<file path="config.mk">
export PLATFORM = sky130hd
export DESIGN_NAME = csr_trap_unit_flat
export DESIGN_NICKNAME = d
export VERILOG_FILES = /design/src/rtl/csr_trap_if.sv /design/src/rtl/csr_trap_unit.sv /design/src/flat_wrapper.sv
export SDC_FILE = /design/constraint.sdc
export NUM_CORES = 1
export LEC_CHECK = 0
export CAP_MARGIN = 10
export CORE_ASPECT_RATIO = 0.6
export CORE_MARGIN = 1.5
export CORE_UTILIZATION = 54
export CTS_BUF_LIST = sky130_fd_sc_hd__clkbuf_2
export DETAILED_ROUTE_END_ITERATION = 7
export MAX_ROUTING_LAYER = met4
export PLACE_DENSITY = 0.9
export SLEW_MARGIN = 10
export SYNTH_ARGS = -nofsm -noshare
export SYNTH_HDL_FRONTEND = slang
export SYNTH_SLANG_ARGS = --single-unit
</file>
<file path="constraint.sdc">
create_clock -name clk -period 4 [get_ports clk]
set_input_delay 1 -clock clk [delete_from_list [all_inputs] [get_ports clk]]
set_output_delay 1 -clock clk [all_outputs]
set_load 0.05 [all_outputs]
</file>
<file path="src/rtl/csr_trap_if.sv">
// Core-side bundle between decode/execute, the PC mux and the machine-mode CSR/trap unit.
// The master drives instruction context and interrupt lines; the slave returns CSR data and redirects.
interface csr_trap_if;
  logic [31:0] pc;
  logic [11:0] csr_addr;
  logic [31:0] csr_wdata;
  logic [1:0]  csr_op;
  logic [31:0] csr_rdata;
  logic        is_mret;
  logic        redirect_busy;
  logic        timer_irq;
  logic        ext_irq;
  logic [31:0] epc;
  logic        epc_taken;

  modport master (
    output pc, csr_addr, csr_wdata, csr_op, is_mret, redirect_busy, timer_irq, ext_irq,
    input  csr_rdata, epc, epc_taken
  );

  modport slave (
    input  pc, csr_addr, csr_wdata, csr_op, is_mret, redirect_busy, timer_irq, ext_irq,
    output csr_rdata, epc, epc_taken
  );
endinterface

</file>
<file path="src/rtl/csr_trap_unit.sv">
// Machine-mode CSR file and trap sequencer: takes timer/external interrupts at instruction
// boundaries, executes MRET, and drives the PC mux redirect.
module csr_trap_unit #(
  parameter logic [31:0] MTVEC_RESET     = 32'h0000_0100,
  parameter int unsigned IRQ_SYNC_STAGES = 2
) (
  input  logic       clk,
  input  logic       rst_n,
  csr_trap_if.slave  bus
);

  localparam logic [11:0] ADDR_MSTATUS = 12'h300;
  localparam logic [11:0] ADDR_MIE     = 12'h304;
  localparam logic [11:0] ADDR_MTVEC   = 12'h305;
  localparam logic [11:0] ADDR_MEPC    = 12'h341;
  localparam logic [11:0] ADDR_MCAUSE  = 12'h342;
  localparam logic [11:0] ADDR_MIP     = 12'h344;

  localparam logic [31:0] CAUSE_EXT   = 32'h8000_000B;
  localparam logic [31:0] CAUSE_TIMER = 32'h8000_0007;

  typedef enum logic [1:0] {
    OP_NONE  = 2'b00,
    OP_WRITE = 2'b01,
    OP_SET   = 2'b10,
    OP_CLEAR = 2'b11
  } csr_op_e;

  // Only architecturally writable bits are stored; the rest are constant zero on read.
  logic                       mstatus_mie_q, mstatus_mie_d;
  logic                       mstatus_mpie_q, mstatus_mpie_d;
  logic                       mie_mtie_q, mie_mtie_d;
  logic                       mie_meie_q, mie_meie_d;
  logic [31:2]                mtvec_q, mtvec_d;
  logic [31:2]                mepc_q, mepc_d;
  logic [31:0]                mcause_q, mcause_d;
  logic [IRQ_SYNC_STAGES-1:0] sync_q, sync_d;

  csr_op_e     op;
  logic        csr_we;
  logic [31:0] rdata;
  logic [31:0] wval;
  logic        mip_mtip;
  logic        mip_meip;
  logic        meip_en;
  logic        irq_go;
  logic [31:0] pc_plus4;
  logic        unused_pc_bits;

  assign op       = csr_op_e'(bus.csr_op);
  assign csr_we   = (op != OP_NONE);
  assign mip_mtip = bus.timer_irq;
  assign mip_meip = sync_q[IRQ_SYNC_STAGES-1];
  assign meip_en  = mie_meie_q & mip_meip;
  assign irq_go   = mstatus_mie_q & (meip_en | (mie_mtie_q & mip_mtip))
                  & ~bus.redirect_busy & ~bus.is_mret;
  assign pc_plus4 = bus.pc + 32'd4;
  assign unused_pc_bits = ^pc_plus4[1:0];

  // NOTE: every combinational output gets a default first, so no path leaves it unassigned (no latch).
  always_comb begin
    rdata = '0;
    unique case (bus.csr_addr)
      ADDR_MSTATUS: rdata = {24'b0, mstatus_mpie_q, 3'b0, mstatus_mie_q, 3'b0};
      ADDR_MIE:     rdata = {20'b0, mie_meie_q, 3'b0, mie_mtie_q, 7'b0};
      ADDR_MTVEC:   rdata = {mtvec_q, 2'b00};
      ADDR_MEPC:    rdata = {mepc_q, 2'b00};
      ADDR_MCAUSE:  rdata = mcause_q;
      ADDR_MIP:     rdata = {20'b0, mip_meip, 3'b0, mip_mtip, 7'b0};
      default:      rdata = '0;
    endcase
  end

  // Read-modify-write operand: the pre-write value is exactly what csr_rdata returns.
  always_comb begin
    wval = rdata;
    unique case (op)
      OP_WRITE: wval = bus.csr_wdata;
      OP_SET:   wval = rdata | bus.csr_wdata;
      OP_CLEAR: wval = rdata & ~bus.csr_wdata;
      default:  wval = rdata;
    endcase
  end

  always_comb begin
    mstatus_mie_d  = mstatus_mie_q;
    mstatus_mpie_d = mstatus_mpie_q;
    mie_mtie_d     = mie_mtie_q;
    mie_meie_d     = mie_meie_q;
    mtvec_d        = mtvec_q;
    mepc_d         = mepc_q;
    mcause_d       = mcause_q;
    sync_d         = {sync_q[IRQ_SYNC_STAGES-2:0], bus.ext_irq};

    if (csr_we) begin
      unique case (bus.csr_addr)
        ADDR_MSTATUS: begin
          mstatus_mie_d  = wval[3];
          mstatus_mpie_d = wval[7];
        end
        ADDR_MIE: begin
          mie_mtie_d = wval[7];
          mie_meie_d = wval[11];
        end
        ADDR_MTVEC:  mtvec_d  = wval[31:2];
        ADDR_MEPC:   mepc_d   = wval[31:2];
        ADDR_MCAUSE: mcause_d = wval;
        default: ;
      endcase
    end

    // Trap and MRET sequencing is applied last so it overrides a same-cycle software write.
    if (irq_go) begin
      mepc_d         = pc_plus4[31:2];
      mcause_d       = meip_en ? CAUSE_EXT : CAUSE_TIMER;
      mstatus_mpie_d = mstatus_mie_q;
      mstatus_mie_d  = 1'b0;
    end else if (bus.is_mret) begin
      mstatus_mie_d  = mstatus_mpie_q;
      mstatus_mpie_d = 1'b1;
    end
  end

  // NOTE: state flops use non-blocking assignments so every flop samples pre-edge values.
  always_ff @(posedge clk or negedge rst_n) begin
    if (!rst_n) begin
      mstatus_mie_q  <= 1'b0;
      mstatus_mpie_q <= 1'b0;
      mie_mtie_q     <= 1'b0;
      mie_meie_q     <= 1'b0;
      mtvec_q        <= MTVEC_RESET[31:2];
      mepc_q         <= '0;
      mcause_q       <= '0;
      sync_q         <= '0;
    end else begin
      mstatus_mie_q  <= mstatus_mie_d;
      mstatus_mpie_q <= mstatus_mpie_d;
      mie_mtie_q     <= mie_mtie_d;
      mie_meie_q     <= mie_meie_d;
      mtvec_q        <= mtvec_d;
      mepc_q         <= mepc_d;
      mcause_q       <= mcause_d;
      sync_q         <= sync_d;
    end
  end

  // The redirect is gated by rst_n so a decoded MRET cannot steer the PC while reset is held.
  assign bus.csr_rdata = rdata;
  assign bus.epc       = irq_go ? {mtvec_q, 2'b00} : {mepc_q, 2'b00};
  assign bus.epc_taken = rst_n & (irq_go | bus.is_mret);

endmodule

</file>
<file path="src/flat_wrapper.sv">
// flat-port wrapper written by rule: the top's interface ports become plain ports
module csr_trap_unit_flat 
#(
  parameter logic [31:0] MTVEC_RESET     = 32'h0000_0100,
  parameter int unsigned IRQ_SYNC_STAGES = 2
)
  (clk, rst_n, bus_pc, bus_csr_addr, bus_csr_wdata, bus_csr_op, bus_is_mret, bus_redirect_busy, bus_timer_irq, bus_ext_irq, bus_csr_rdata, bus_epc, bus_epc_taken);
  csr_trap_if bus_i ();
  input  logic clk;
  input  logic rst_n;
  input wire logic [$bits(bus_i.pc)-1:0] bus_pc;
  input wire logic [$bits(bus_i.csr_addr)-1:0] bus_csr_addr;
  input wire logic [$bits(bus_i.csr_wdata)-1:0] bus_csr_wdata;
  input wire logic [$bits(bus_i.csr_op)-1:0] bus_csr_op;
  input wire logic [$bits(bus_i.is_mret)-1:0] bus_is_mret;
  input wire logic [$bits(bus_i.redirect_busy)-1:0] bus_redirect_busy;
  input wire logic [$bits(bus_i.timer_irq)-1:0] bus_timer_irq;
  input wire logic [$bits(bus_i.ext_irq)-1:0] bus_ext_irq;
  output wire logic [$bits(bus_i.csr_rdata)-1:0] bus_csr_rdata;
  output wire logic [$bits(bus_i.epc)-1:0] bus_epc;
  output wire logic [$bits(bus_i.epc_taken)-1:0] bus_epc_taken;
  assign bus_i.pc = bus_pc;
  assign bus_i.csr_addr = bus_csr_addr;
  assign bus_i.csr_wdata = bus_csr_wdata;
  assign bus_i.csr_op = bus_csr_op;
  assign bus_i.is_mret = bus_is_mret;
  assign bus_i.redirect_busy = bus_redirect_busy;
  assign bus_i.timer_irq = bus_timer_irq;
  assign bus_i.ext_irq = bus_ext_irq;
  assign bus_csr_rdata = bus_i.csr_rdata;
  assign bus_epc = bus_i.epc;
  assign bus_epc_taken = bus_i.epc_taken;
  csr_trap_unit #(.MTVEC_RESET(MTVEC_RESET), .IRQ_SYNC_STAGES(IRQ_SYNC_STAGES)) u_core (.clk(clk), .rst_n(rst_n), .bus(bus_i));
endmodule
</file>
==> impl_metrics.ini <==
[status]
status = complete, but fails checks
violations = DRC

[layout]
nets = 1171
antenna_cells = 0
area_growth_pct = 36.44
drive_above_1_share_pct = 18.61

[global_route]
antenna_found_initial = 0
grtUsageTotal_pct = 42.91
grt_max_degree = 66
grt_pass1_wl_mm = 44.18
grt-ovfl-total = 0
first_global_vias = 8219

[detailed_routing]
dr.pass1.iters = 8
vias = 8757
routed_via_density = 6.944
wire_per_inst_um = 22.68
ant_nets = 0
drcViolationCount = 33
drtIter0Drc = 1726
drt-total-wl_mm = 28.60

[timing]
holdWs_ns = 0.3849
fmax_mhz = 250.2
slew_headroom_pct = 36.17
fin_worst_skew_ns = 0.02188
slew_viol_final = 0
worstMarginPinSlew_ns = 0.9334
setup_viol = 0
period_share_pct = 99.92
rsz0062_at_grt = no
hold_viol_final = 0
final.min_clock_period_ns = 3.997
setup_slack_ns = 0.003075

[die]
initial_core_util_pct = 55.44
fp.dieW_um = 151.3
rows = 32
die_h_um = 91.98
num_io_pins = 149
core_um2 = 12850
die_area_um2 = 13920

[yosys]
async_flop_share_pct = 100.0
yosys_warnings = 0
synth_edf_count = 0
avgSynthCellArea_um2 = 7.830
synth_cells = 910
synth.largest_area_cell = dfrtp_1
yosys-top-cells-count = 181 x nand2_1, 97 x dfrtp_1, 64 x nor2_1, 50 x nand3_1, 46 x o21ai_0
synthTopCellsByArea = dfrtp_1 34%, nand2_1 9.5%, nand3_1 3.5%
ys_seq_elements = 98
synth_top_area_share_pct = 34.06
synth_cell_types = 74
synth-main-ff-cell = dfrtp_1
synth.most_common_cell = nand2_1
yosysSeqAreaShare_pct = 34.43
synth_area_um2 = 7126

[clocking]
cts-htree-levels = 3
cts.sinks = 98
numCtsBuffers = 9
postCtsHoldBufs = 0
cts_root_buf = clkbuf_2
cts_tree = yes
clk_latency_ns = 0.64
clk_pin_slew_worst_paths_ns = 0.30
cts_max_path_buffers = 2

[worst_hold_path]
min_path_type = in -> async

[setup_path]
cp-end-kind = output port
cp-start-kind = primary input
critPathRequiredTime_ns = 3.00
cp_data_arrival_time_ns = 3.00
critical_path_class = in -> out
worst-path-max-fanout = 13

[placement]
globalplace.congestion = 1.012
pre_cts_ws_ns = -0.2143
port_buffers = 144
hpwlAfterDp_mm = 19.76

[power_and_ir_drop]
p_per_area_nw_per_um2 = 199.0
irDropWorstVdd_uv = 131.6
power.leakage_uw = 0.004357

[flow_run]
drv_cap = 0
==> report_power, final <==
part / total [µW] / internal (µW) / switching (µW)
clock network: 480 / 90.4 / 389
logic: 426 / 173 / 253
registers: 1030 / 1010 / 18.9
total: 1930 / 1270 / 661
==> routing by layer <==
metal / track usage [%] / wire length (µm)
met2: 56.67 / 11510
met4: 16.34 / 1164
met3: 17.66 / 5334
met1: 57.96 / 10590
met5: - / 0
==> per-stage QoR <==
| stage | utilization (%) | area, µm² | power (µW) | cells | TNS [ns] |
|---|---|---|---|---|---|
| finish | 75.64 | 9722 | 1935 | 1261 | 0 |
| floorplan | - | 7129 | 1233 | 911 | 0 |
| global placement | 73.72 | 9474 | 1438 | 1239 | -4.118 |
| detailed placement | 73.72 | 9474 | 1450 | 1239 | -4.295 |
| global route | 75.64 | 9722 | 1991 | 1261 | 0 |
| CTS | 75.76 | 9737 | 1910 | 1262 | 0 |
==> worst paths after layout <==
kind	start	end	slack, ns	cells past startpoint
setup / recovery	bus_csr_addr[2]	bus_csr_rdata[21]	0.003	8
setup reg to reg	u_core.mie_meie_q$_DFFE_PN0P_	u_core.mepc_q[21]$_DFFE_PN0P_	1.40	7
hold reg to reg	u_core.sync_q[0]$_DFF_PN0_	u_core.sync_q[1]$_DFF_PN0_	0.39	0
hold / removal	rst_n	u_core.mcause_q[16]$_DFFE_PN0P_	0.38	2
max in group asynchronous	rst_n	u_core.sync_q[0]$_DFF_PN0_	2.37	3
min in group clk	u_core.sync_q[0]$_DFF_PN0_	u_core.sync_q[1]$_DFF_PN0_	0.39	0
==> logic make-up after synthesis <==
kind of cell	share of synthesized area (%)
AND/OR/NAND/NOR	26.50
buffers and inverters	5.988
flip-flops	34.43
adder cells (fa/ha/maj)	0.1756
AO/OA/AOI/OAI	26.55
other	0.05263
multiplexers	1.756
XOR/XNOR	4.548
==> cell usage in the layout, fill, tap and decap left out, drive strengths merged, types with 6 or more instances in the layout <==
cell type      count
a21oi             42
a221o              8
a221oi             8
a222oi            21
a22o              15
a22oi             23
a31oi             11
a32o               6
a32oi              9
and2               6
and3               9
buf              155
clkbuf             9
clkdlybuf4s50     66
dfrtp             97
dlygate4sd2        9
inv               34
mux2i              8
nand2            181
nand2b             6
nand3             50
nand4             13
nor2              67
nor3              15
nor4              11
o21ai             52
o22ai              7
o311ai             6
o31ai             18
or3               15
xnor2             14
xor2              23
==> registers in the layout, summed over array words and instances, names as in the netlist <==
| name | cells |
|---|---|
| u_core.mepc_q | 30 |
| u_core.mie_meie_q | 1 |
| u_core.sync_q | 2 |
| u_core.mstatus_mie_q | 1 |
| u_core.mstatus_mpie_q | 1 |
| u_core.mtvec_q | 30 |
| u_core.mie_mtie_q | 1 |
| u_core.mcause_q | 32 |
==> critical path: stages <==
cell and delay [ns]:
dlygate4sd2_1 0.26, buf_6 0.13, nor3b_1 0.16, and4_4 0.22, buf_12 0.15, a222oi_1 0.68, inv_1 0.18, buf_12 0.20
==> area by class of cell <==
cell class                      count  area (µm²)
Clock buffer                        9       45.04
Clock inverter                      7       52.55
Timing Repair Buffer              234        2525
Multi-Input combinational cell    712        4317
Sequential cell                    98        2454
Inverter                           31       116.4
Tap cell                          170       212.7
Fill cell                         880        3131
==> repair_timing <==
action / in CTS / in global routing
pin swaps: 7 / 3
setup endpoints to repair: 32 / 28
buffers inserted: 5 / 0
endpoints found under the hold margin: 0 / 0
resized for setup: 24 / 4
cloned: 2 / 0
Note: power is estimated with default switching activity, not from simulation.
